`config.mk`:
```
export PLATFORM = sky130hd
export DESIGN_NAME = fifo_rd_ctrl_flat
export DESIGN_NICKNAME = d
export VERILOG_FILES = /design/src/rtl/fifo_rd_ctrl_if.sv /design/src/rtl/fifo_rd_ctrl.sv /design/src/flat_wrapper.sv
export SDC_FILE = /design/constraint.sdc
export NUM_CORES = 1
export LEC_CHECK = 0
export ABC_AREA = 1
export CORE_MARGIN = 4
export CORE_UTILIZATION = 50
export DETAILED_ROUTE_END_ITERATION = 6
export GPL_ROUTABILITY_DRIVEN = 0
export HOLD_SLACK_MARGIN = 0.15
export PLACE_DENSITY = 0.86
export SKIP_LAST_GASP = 1
export SLEW_MARGIN = 30
export SYNTH_ARGS = -nofsm -noshare
export SYNTH_HDL_FRONTEND = slang
export SYNTH_SLANG_ARGS = --single-unit
export TNS_END_PERCENT = 20
```
`constraint.sdc`:
```
create_clock -name i_rclk -period 2.16 [get_ports i_rclk]
set_input_delay 0.432 -clock i_rclk [delete_from_list [all_inputs] [get_ports i_rclk]]
set_output_delay 0.432 -clock i_rclk [all_outputs]
set_load 0.03 [all_outputs]
```
`src/rtl/fifo_rd_ctrl_if.sv`:
```
// Read-side bundle of the async FIFO: consumer request, Gray pointers crossing
// domains, and the status the read controller reports back.
interface fifo_rd_ctrl_if #(
    parameter int ADDR_W = 3
);
    logic              i_ren;
    logic [ADDR_W:0]   g_w_ptr;
    logic              i_clr_uflow;
    logic [ADDR_W:0]   g_r_ptr_next;
    logic              empty_flag;
    logic              almost_empty;
    logic [ADDR_W:0]   rd_level;
    logic              uflow;

    modport master (
        output i_ren, g_w_ptr, i_clr_uflow,
        input  g_r_ptr_next, empty_flag, almost_empty, rd_level, uflow
    );

    modport slave (
        input  i_ren, g_w_ptr, i_clr_uflow,
        output g_r_ptr_next, empty_flag, almost_empty, rd_level, uflow
    );
endinterface

```
`src/rtl/fifo_rd_ctrl.sv`:
```
// Read-domain controller of the async FIFO: write-pointer synchronizer,
// binary/Gray read pointer, empty / almost-empty / level and sticky underflow.
module fifo_rd_ctrl #(
    parameter int ADDR_W      = 3,
    parameter int SYNC_STAGES = 2,
    parameter int AE_THRESH   = 1
) (
    input  logic          i_rclk,
    input  logic          i_rrst,
    fifo_rd_ctrl_if.slave rd_if
);
    localparam logic [ADDR_W:0] PTR_ONE  = {{ADDR_W{1'b0}}, 1'b1};
    localparam logic [ADDR_W:0] AE_LIMIT = (ADDR_W + 1)'(AE_THRESH);

    function automatic logic [ADDR_W:0] gray2bin(input logic [ADDR_W:0] g);
        logic [ADDR_W:0] b;
        b = g;
        for (int i = ADDR_W - 1; i >= 0; i--) begin
            b[i] = b[i + 1] ^ g[i];
        end
        return b;
    endfunction

    function automatic logic [ADDR_W:0] bin2gray(input logic [ADDR_W:0] b);
        return b ^ (b >> 1);
    endfunction

    logic [SYNC_STAGES-1:0][ADDR_W:0] sync_q;
    logic [ADDR_W:0] rbin_q, rbin_d;
    logic [ADDR_W:0] rgray_q, rgray_d;
    logic [ADDR_W:0] level_q, level_d;
    logic            empty_q, empty_d;
    logic            ae_q, ae_d;
    logic            uflow_q, uflow_d;
    logic            rd_fire;
    logic [ADDR_W:0] wq_bin;

    // Next-state: pointer advance, flags derived from the next read pointer
    always_comb begin
        rd_fire = rd_if.i_ren & ~empty_q;
        wq_bin  = gray2bin(sync_q[SYNC_STAGES-1]);
        if (rd_fire) begin
            rbin_d = rbin_q + PTR_ONE;
        end else begin
            rbin_d = rbin_q;
        end
        rgray_d = bin2gray(rbin_d);
        // Level uses a stale write pointer, so it can only under-report
        level_d = wq_bin - rbin_d;
        empty_d = (rgray_d == sync_q[SYNC_STAGES-1]);
        ae_d    = (level_d <= AE_LIMIT);
        if (rd_if.i_ren & empty_q) begin
            uflow_d = 1'b1;
        end else if (rd_if.i_clr_uflow) begin
            uflow_d = 1'b0;
        end else begin
            uflow_d = uflow_q;
        end
    end

    // State registers with synchronous reset
    always_ff @(posedge i_rclk) begin
        if (i_rrst) begin
            sync_q  <= '0;
            rbin_q  <= '0;
            rgray_q <= '0;
            level_q <= '0;
            empty_q <= 1'b1;
            ae_q    <= 1'b1;
            uflow_q <= 1'b0;
        end else begin
            sync_q  <= {sync_q[SYNC_STAGES-2:0], rd_if.g_w_ptr};
            rbin_q  <= rbin_d;
            rgray_q <= rgray_d;
            level_q <= level_d;
            empty_q <= empty_d;
            ae_q    <= ae_d;
            uflow_q <= uflow_d;
        end
    end

    assign rd_if.g_r_ptr_next = rgray_q;
    assign rd_if.empty_flag   = empty_q;
    assign rd_if.almost_empty = ae_q;
    assign rd_if.rd_level     = level_q;
    assign rd_if.uflow        = uflow_q;
endmodule

```
`src/flat_wrapper.sv`:
```
// flat-port wrapper written by rule: the top's interface ports become plain ports
module fifo_rd_ctrl_flat 
#(
    parameter int ADDR_W      = 3,
    parameter int SYNC_STAGES = 2,
    parameter int AE_THRESH   = 1
)
  (i_rclk, i_rrst, rd_if_i_ren, rd_if_g_w_ptr, rd_if_i_clr_uflow, rd_if_g_r_ptr_next, rd_if_empty_flag, rd_if_almost_empty, rd_if_rd_level, rd_if_uflow);
  fifo_rd_ctrl_if #(.ADDR_W(ADDR_W)) rd_if_i ();
  input  logic i_rclk;
  input  logic i_rrst;
  input wire logic [$bits(rd_if_i.i_ren)-1:0] rd_if_i_ren;
  input wire logic [$bits(rd_if_i.g_w_ptr)-1:0] rd_if_g_w_ptr;
  input wire logic [$bits(rd_if_i.i_clr_uflow)-1:0] rd_if_i_clr_uflow;
  output wire logic [$bits(rd_if_i.g_r_ptr_next)-1:0] rd_if_g_r_ptr_next;
  output wire logic [$bits(rd_if_i.empty_flag)-1:0] rd_if_empty_flag;
  output wire logic [$bits(rd_if_i.almost_empty)-1:0] rd_if_almost_empty;
  output wire logic [$bits(rd_if_i.rd_level)-1:0] rd_if_rd_level;
  output wire logic [$bits(rd_if_i.uflow)-1:0] rd_if_uflow;
  assign rd_if_i.i_ren = rd_if_i_ren;
  assign rd_if_i.g_w_ptr = rd_if_g_w_ptr;
  assign rd_if_i.i_clr_uflow = rd_if_i_clr_uflow;
  assign rd_if_g_r_ptr_next = rd_if_i.g_r_ptr_next;
  assign rd_if_empty_flag = rd_if_i.empty_flag;
  assign rd_if_almost_empty = rd_if_i.almost_empty;
  assign rd_if_rd_level = rd_if_i.rd_level;
  assign rd_if_uflow = rd_if_i.uflow;
  fifo_rd_ctrl #(.ADDR_W(ADDR_W), .SYNC_STAGES(SYNC_STAGES), .AE_THRESH(AE_THRESH)) u_core (.i_rclk(i_rclk), .i_rrst(i_rrst), .rd_if(rd_if_i));
endmodule
```
After elaboration in Yosys (flattened, before gate mapping). Index checks and enable logic that the tools add are counted.

Flip-flop bits (word level): 23. Bits in latches: 0. RAM bits: 0. Bits in read-only memories: 0. Input bits: 8. Output and inout port bits: 11. Word-level logic and storage cells: 23. Memories: 0.

$add $sub $neg: 2. Multipliers: 0. Divide/modulo/power cells: 0. $lt $le $gt $ge: 1. Eq/ne operators: 1. Shifts and indexed selects: 0. Mux-type cells: 3. Bitwise gates (word level): 7. Reductions and logical operators: 1.

Operators by type and width (count): adder 4 x 1 -> 4 bit (second input constant) (1); == test 4 bit (1); less-or-equal comparator 4 x 1 -> 1 bit (second input constant) (1); two-way mux 4 bit (1); subtractor 4 bit (1); bitwise XOR 4 x 3 -> 4 bit (1); bitwise XOR 1 bit (3); AND 1 bit (2); two-way mux 1 bit (2); nonzero test 2 bit (1); inverter 1 bit (1).

Longest topological paths before layout. Gate-level depths: netlist of the first run.

Depth in word-level cells: 5. Gate-level depth with buffers: 15. Mapped depth without buffers: 15.

Worst setup path before layout of the first run. No wires, ideal clock.

Path kind: register to register. From: register u_core.empty_q, in the netlist u_core.rd_if.empty_flag. To: register u_core.ae_q, in the netlist u_core.rd_if.almost_empty. Setup time: 0.116 ns. Arrival: 1.659 ns. Data required time: 2.044 ns. Path slack: 0.385 ns. Stages on the path, launching flop included: 14. Path buffers: 0. Period minus slack after synthesis: 1.775 ns. Cells stage by stage: dfxtp_1 -> nor2_2 -> nand2_1 -> nand2_1 -> nand2_2 -> inv_2 -> ha_1 -> inv_1 -> nor2_1 -> nand3_2 -> nand3_2 -> nand2_1 -> nor2_2 -> nor2_2.

Word-level cells in the longest chain between the ends: 5.

RTL lines: from (decl) (RTL line fifo_rd_ctrl.sv:32) `logic empty_q, empty_d;`; from (signal assigned) (RTL line fifo_rd_ctrl.sv:76) `empty_q <= empty_d;`; inverter 1 bit (RTL line fifo_rd_ctrl.sv:40) `rd_fire = rd_if.i_ren & ~empty_q;`; AND 1 bit (RTL line fifo_rd_ctrl.sv:40); two-way mux 4 bit (RTL line fifo_rd_ctrl.sv:42) `if (rd_fire) begin`; subtractor 4 bit (RTL line fifo_rd_ctrl.sv:49) `level_d = wq_bin - rbin_d;`; less-or-equal comparator 4 x 1 -> 1 bit (RTL line fifo_rd_ctrl.sv:51) `ae_d = (level_d <= AE_LIMIT);`; to (signal assigned) (RTL line fifo_rd_ctrl.sv:69) `ae_q <= 1'b1;`; to (signal assigned) (RTL line fifo_rd_ctrl.sv:77) `ae_q <= ae_d;`; to (decl) (RTL line fifo_rd_ctrl.sv:33) `logic ae_q, ae_d;`.

Every way passes these cells. A chain may end at the register's enable or synchronous reset.

Worst setup path after layout of the first run.
From: input port rd_if_i_ren. To: register u_core.ae_q, in the netlist u_core.rd_if.almost_empty.

Word-level cells in the longest chain between the ends: 4.

RTL lines: from (decl) (RTL line flat_wrapper.sv:12) `input wire logic [$bits(rd_if_i.i_ren)-1:0] rd_if_i_ren;`; AND 1 bit (RTL line fifo_rd_ctrl.sv:40); two-way mux 4 bit (RTL line fifo_rd_ctrl.sv:42); subtractor 4 bit (RTL line fifo_rd_ctrl.sv:49); less-or-equal comparator 4 x 1 -> 1 bit (RTL line fifo_rd_ctrl.sv:51).

Every way passes these cells.

==> run metrics, run 1 <==
Pwr Density ~730 nW/um^2; placed inst area around 1300 um^2; I/O pin count 19; clock skew ~0.004 ns; largest net degree at the start of global routing 15; DR pass1 iterations 4; Pleak 0.674 nW; grt ovf 0; Post-Synthesis Cells 148; clock-pin slew on the worst setup and hold paths 0.11 ns; layout cell share with drive strength beyond 1 between 10% and 20%; final period utilization 93.9%; maximum vdd drop 475 uV; Final HPWL DP 1.69 mm; Slew HR 76.3%; H-tree depth 1; Yosys reg bits 22; via/cell ratio between 4 and 5; crit path kind input pin to flip-flop; # clock sinks 22; drt wl/cell slightly above 10 um; Synth Area in Simple Gates 37.8%; number of global-route vias before repair 904; TritonCTS clock tree yes; status finished clean; initial core utilization 53.0%; Worst Reg-to-Reg Cells 14; Post-CTS Repair Setup Buffers 0; initial drt markers 7; drt total wl 2.08 mm; CP max FO 3; Final Cell Area 1350 um^2; ant diodes 0; Die Wd ~54 um; Max clock buf depth 2; Post-Synth XOR/XNOR Area 0.842%; Hold Vio Cnt, Final 0; Critical Path RT 2.36 ns; clk root buf clkbuf_4; count leader, synth nand2_1; Max Slew Vio Count 0; cell depth of the worst hold path 2; Post-Route Utilization 68.9%; # rows 16; wire length of the first global-routing pass 3.44 mm; Nets roughly 190; Skew-Pair Late Insertion Delay 0.30 ns; Post-synth EDFFs 0; Critical Path End Type flip-flop; Yosys cell types 17; cts hold-fix bufs 0; post-synthesis compound-gate area fraction 2.29%; synth top area cells dfxtp_1, nand2_1, inv_1, nor2_1, nand3_1; top cell type's share of synthesized area 42.4%; via count 951; Tmin final 2.03 ns; mapped cell area 1040 um^2; total CTS buffers 3; async set-reset flop share out of synthesis 0%; r2r endpoint u_core.rd_if.almost_empty; Hold/Removal Path Class flip-flop to flip-flop; dominant synthesized flop cell dfxtp_1; Tightest Pin Transition around 0.35 ns; Die Ht 53.6 um; Syn Area/Cell 7.03 um^2; Die ar. 2870 um^2; fmax slightly below 500 MHz; Syn Nets 160; Hold Crit Endpoint u_core.sync_q[6]; largest family of logic cells by synthesized area simple AND/OR/NAND/NOR gates; Total GRT Usage 16.9%; # port buffers 18; mux share of post-synthesis cell area 0%; Post-Synth Adder-Cell Area 4.81%; Worst EP arrival 2.23 ns; post_cts resized 0; Synth warnings 0; core area 1960 um^2; Startpoint Class input pin; Reg2Reg Launch Point u_core.sync_q[7]; RSZ-0062 raised after global routing no; max-cap violations 0; largest area contributor in the netlist dfxtp_1; Area growth syn-to-layout 30.0%; Hold Startpoint u_core.sync_q[2]; initial antenna violation count 0; DR DRC count 0; worst reg2reg setup slack 0.23 ns; count of final setup violators 0; Final ANT Viol Nets 0; Seq/Total Area, Yosys a little over two fifths; most used standard cells in the synthesized netlist nand2_1, inv_1, dfxtp_1
power breakdown:
| part | leakage [nW] | internal (mW) | switching (mW) | total, mW |
|---|---|---|---|---|
| clock network | 0.0138 | 0.0650 | 0.114 | 0.179 |
| registers | 0.182 | 0.446 | 0.0196 | 0.465 |
| logic | 0.478 | 0.148 | 0.195 | 0.343 |
logic make-up (layout without fill, tap and decap cells):
kind of cell               Yosys count  after routing
xor gates and xnor gates             1              1
buffers and inverters               32             62
adders and majority gates            4              4
and+or+nand+nor                     85             85
AOI/OAI and AO/OA                    4              4
DFF                                 22             22
per-stage QoR:
stage	setup TNS, ns	hold slack [ns]	worst slack, ns	total power [mW]	std cells
2_1_floorplan	0	0.388	0.385	0.677	148
3_3_place_gp	-0.187	0.390	-0.116	0.801	202
3_5_place_dp	-0.371	0.396	-0.190	0.817	202
4_1_cts	0	0.412	0.133	0.996	205
5_1_grt	0	0.426	0.0173	1.05	205
6_report	0	0.410	0.131	0.988	205
cells in the final DEF, fill, tap and decap left out, types with 4 or more instances in the layout:
| cell | synthesis | final |
|---|---|---|
| buf_4 | 1 | 12 |
| clkdlybuf4s50_1 | 0 | 18 |
| dfxtp_1 | 22 | 22 |
| ha_1 | 4 | 4 |
| inv_1 | 24 | 24 |
| inv_2 | 5 | 5 |
| nand2_1 | 39 | 39 |
| nand2_2 | 4 | 4 |
| nand3_1 | 12 | 12 |
| nor2_1 | 19 | 19 |
| nor2_2 | 6 | 6 |
per-layer routing:
layer	vias up	routed length (um)	global-route usage [%]
met5	-	0	0
met4	0	44	10.2
met3	4	84	3.32
met2	20	1130	33.5
met1	423	818	15.6
li1	504	-	-
layout make-up:
cell class | instances | area [um^2]
Timing Repair Buffer | 30 | 270
Fill cell | 162 | 611
Clock buffer | 3 | 22.5
Multi-Input combinational cell | 94 | 475
Tap cell | 27 | 33.8
Sequential cell | 22 | 440
Inverter | 29 | 109
worst max-delay path by stage:
stage | start | to | depth (start not counted)
final | rd_if_i_ren | u_core.rd_if.almost_empty | 14
after CTS | rd_if_i_ren | u_core.rd_if.almost_empty | 14
after detailed placement | rd_if_i_ren | u_core.rd_if.almost_empty | 14
after global placement | rd_if_i_ren | u_core.rd_if.almost_empty | 15
after global routing | rd_if_i_ren | u_core.rd_if.almost_empty | 15
after floorplan | u_core.rd_if.empty_flag | u_core.rd_if.almost_empty | 13
state kept, by name, indices dropped and copies added (netlist names):
register	count
u_core.rbin_q	3
u_core.rd_if.almost_empty	1
u_core.rd_if.empty_flag	1
u_core.rd_if.g_r_ptr_next	4
u_core.rd_if.rd_level	4
u_core.rd_if.uflow	1
u_core.sync_q	8
worst max-delay path, stage by stage:
cell and delay (ns):
clkdlybuf4s50_1 0.51, inv_2 0.05, nor2_2 0.12, nand3b_1 0.11
nand2_2 0.10, inv_2 0.04, ha_1 0.28, inv_1 0.07
nor2_1 0.12, nand3_2 0.11, nand3_2 0.08, nand2_1 0.06
nor2_2 0.11, nor2_2 0.04
Power figures use the tool's default switching activity.
==> run 2: changes to the inputs <==
--- a/config.mk
+++ b/config.mk
@@ -8,10 +8,12 @@
 export ABC_AREA = 1
 export CORE_MARGIN = 4
 export CORE_UTILIZATION = 50
+export CTS_CLUSTER_DIAMETER = 60
 export DETAILED_ROUTE_END_ITERATION = 6
 export GPL_ROUTABILITY_DRIVEN = 0
 export HOLD_SLACK_MARGIN = 0.15
 export PLACE_DENSITY = 0.86
+export SETUP_SLACK_MARGIN = 0.4
 export SKIP_LAST_GASP = 1
 export SLEW_MARGIN = 30
 export SYNTH_ARGS = -nofsm -noshare
==> run metrics, run 2 (same netlist as run 1, synthesis figures left out) <==
Slowest-stage cell, CP dfxtp_4; Final ANT Viol Nets 0; Clk pwr share around 17%; Max clock buf depth 2; total CTS buffers 3; layout cell share with drive strength beyond 1 40.2%; Logic pwr share approximately 40%; RSZ-0062 raised after global routing yes; crit path kind flip-flop to flip-flop; Skew-Pair Late Insertion Delay 0.31 ns; Critical Path RT 2.38 ns; DR pass1 iterations 4; Total Power 1.08 mW; Hold Crit Endpoint u_core.sync_q[5]; Nets 198; Hold Vio Cnt, Final 0; drt total wl 2.70 mm; H-tree depth 1; final period utilization 82.5%; sequential share of power 43.3%; grt ovf 0; TritonCTS clock tree yes; Worst EP arrival ~2.0 ns; final worst slack around 0.38 ns; CP max stage delay 0.39 ns; Slew HR 74.3%; DR DRC count 0; wire length of the first global-routing pass 3.91 mm; status finished clean; CP cell instances inv_4 -> nand2_4 -> nand3_4 -> nand2_2 -> xor2_1 -> ha_2 -> buf_4 -> nor2_4 -> nand3_2 -> nand3_2 -> nand2_2 -> nor2_2 -> nor2_2; cell depth of the worst hold path 2; Max Slew Vio Count 0; Area growth syn-to-layout 48.9%; Final Cell Area 1550 um^2; Startpoint Class flip-flop; clk root buf clkbuf_4; via/cell ratio about 5; initial drt markers 30; Hold Startpoint u_core.sync_q[1]; # port buffers 18; placed inst area 1320 um^2; largest net degree at the start of global routing 13; P_int about 700 uW; initial core utilization 53.0%; Reg2Reg Launch Point u_core.sync_q[7]; Switching Power about 380 uW; max-cap violations 0; Pwr Density 697 nW/um^2; CP max FO 4; clock skew 0.00754 ns; I/O pin count 19; Sw Ratio 35.4%; r2r endpoint u_core.rd_if.almost_empty; count of final setup violators 0; Tightest Pin Transition 0.385 ns; most common cell after layout, fill and taps aside nand2_1; leading cell types in the layout, fill and taps excluded nand2_1, nor2_1, buf_4; max reg flops 8; Die Ht ~54 um; worst reg2reg setup slack approximately 0.38 ns; Die ar. 2870 um^2; drt wl/cell between 10 and 15 um; dpl ws -0.179 ns; # clock sinks 22; number of global-route vias before repair 998; Hold/Removal Path Class flip-flop to flip-flop; fmax 561 MHz; # rows 16; Worst Reg-to-Reg Cells 13; Top reg by flops u_core.sync_q; clock-pin slew on the worst setup and hold paths 0.12 ns; Final HPWL DP around 1.6 mm; maximum vdd drop 585 uV; initial antenna violation count 0; via count 1,033; Total GRT Usage 18.9%; Tmin final 1.78 ns; core area 1960 um^2; Critical Path End Type flip-flop; cts hold-fix bufs 0; Pleak 0.732 nW; ant diodes 0; Die Wd ~54 um; fillcell total 142
-- run 2: worst max-delay path by stage --
stage                     start                   endpoint
2_1_floorplan  u_core.rbin_q[0]  u_core.rd_if.almost_empty
3_3_place_gp        rd_if_i_ren  u_core.rd_if.almost_empty
3_5_place_dp        rd_if_i_ren  u_core.rd_if.almost_empty
4_1_cts        u_core.sync_q[6]  u_core.rd_if.almost_empty
5_1_grt        u_core.sync_q[7]  u_core.rd_if.almost_empty
6_report       u_core.sync_q[7]  u_core.rd_if.almost_empty
-- run 2: cell type report --
| cell class | instances | area [um^2] | area share (%) |
|---|---|---|---|
| multi-input cells | 94 | 599 | 38.7 |
| flip-flops and latches | 22 | 455 | 29.4 |
| repair buffers | 36 | 315 | 20.4 |
| inverters | 29 | 121 | 7.84 |
| well taps | 27 | 33.8 | 2.18 |
| clock buffers | 3 | 22.5 | 1.46 |
-- run 2: per-layer routing --
metal,vias to the layer above,global-route usage (%),part of all wire (%)
met4,0,9.79,2.0
li1,515,-,-
met1,477,18.8,39
met5,-,0,0
met2,32,36.5,54
met3,9,3.60,5.0
-- run 2: metrics by stage --
| step | setup TNS [ns] | utilization, % | hold WS, ns | instances |
|---|---|---|---|---|
| floorplan | 0 | - | 0.388 | 148 |
| global placement | -0.146 | 67.4 | 0.390 | 201 |
| detailed placement | -0.367 | 67.4 | 0.394 | 201 |
| CTS | 0 | 71.9 | 0.406 | 206 |
| global route | 0 | 78.9 | 0.427 | 211 |
| finish | 0 | 78.9 | 0.401 | 211 |
-- run 2: power by group through the flow --
stage               clock (mW)  combinational [mW]  sequential, mW
floorplan                    0               0.147           0.531
global placement             0               0.329           0.472
detailed placement           0               0.341           0.473
CTS                      0.188               0.371           0.465
global route             0.208               0.462           0.472
finish                   0.185               0.427           0.467
-- run 2: critical path: cells and delay by family (launching register included) --
kind	cells	cell delay, ns
buffers and inverters	2	0.23
XOR/XNOR	1	0.14
AND/OR/NAND/NOR	9	0.73
flip-flops	1	0.39
adder cells (fa/ha/maj)	1	0.20
-- run 2: what timing repair did --
| action | CTS | global route |
|---|---|---|
| gates resized for setup | 22 | 30 |
| setup endpoints to repair | 6 | 12 |
| pin swaps | 9 | 11 |
| hold endpoints to repair | 0 | 0 |
| setup buffers | 2 | 5 |
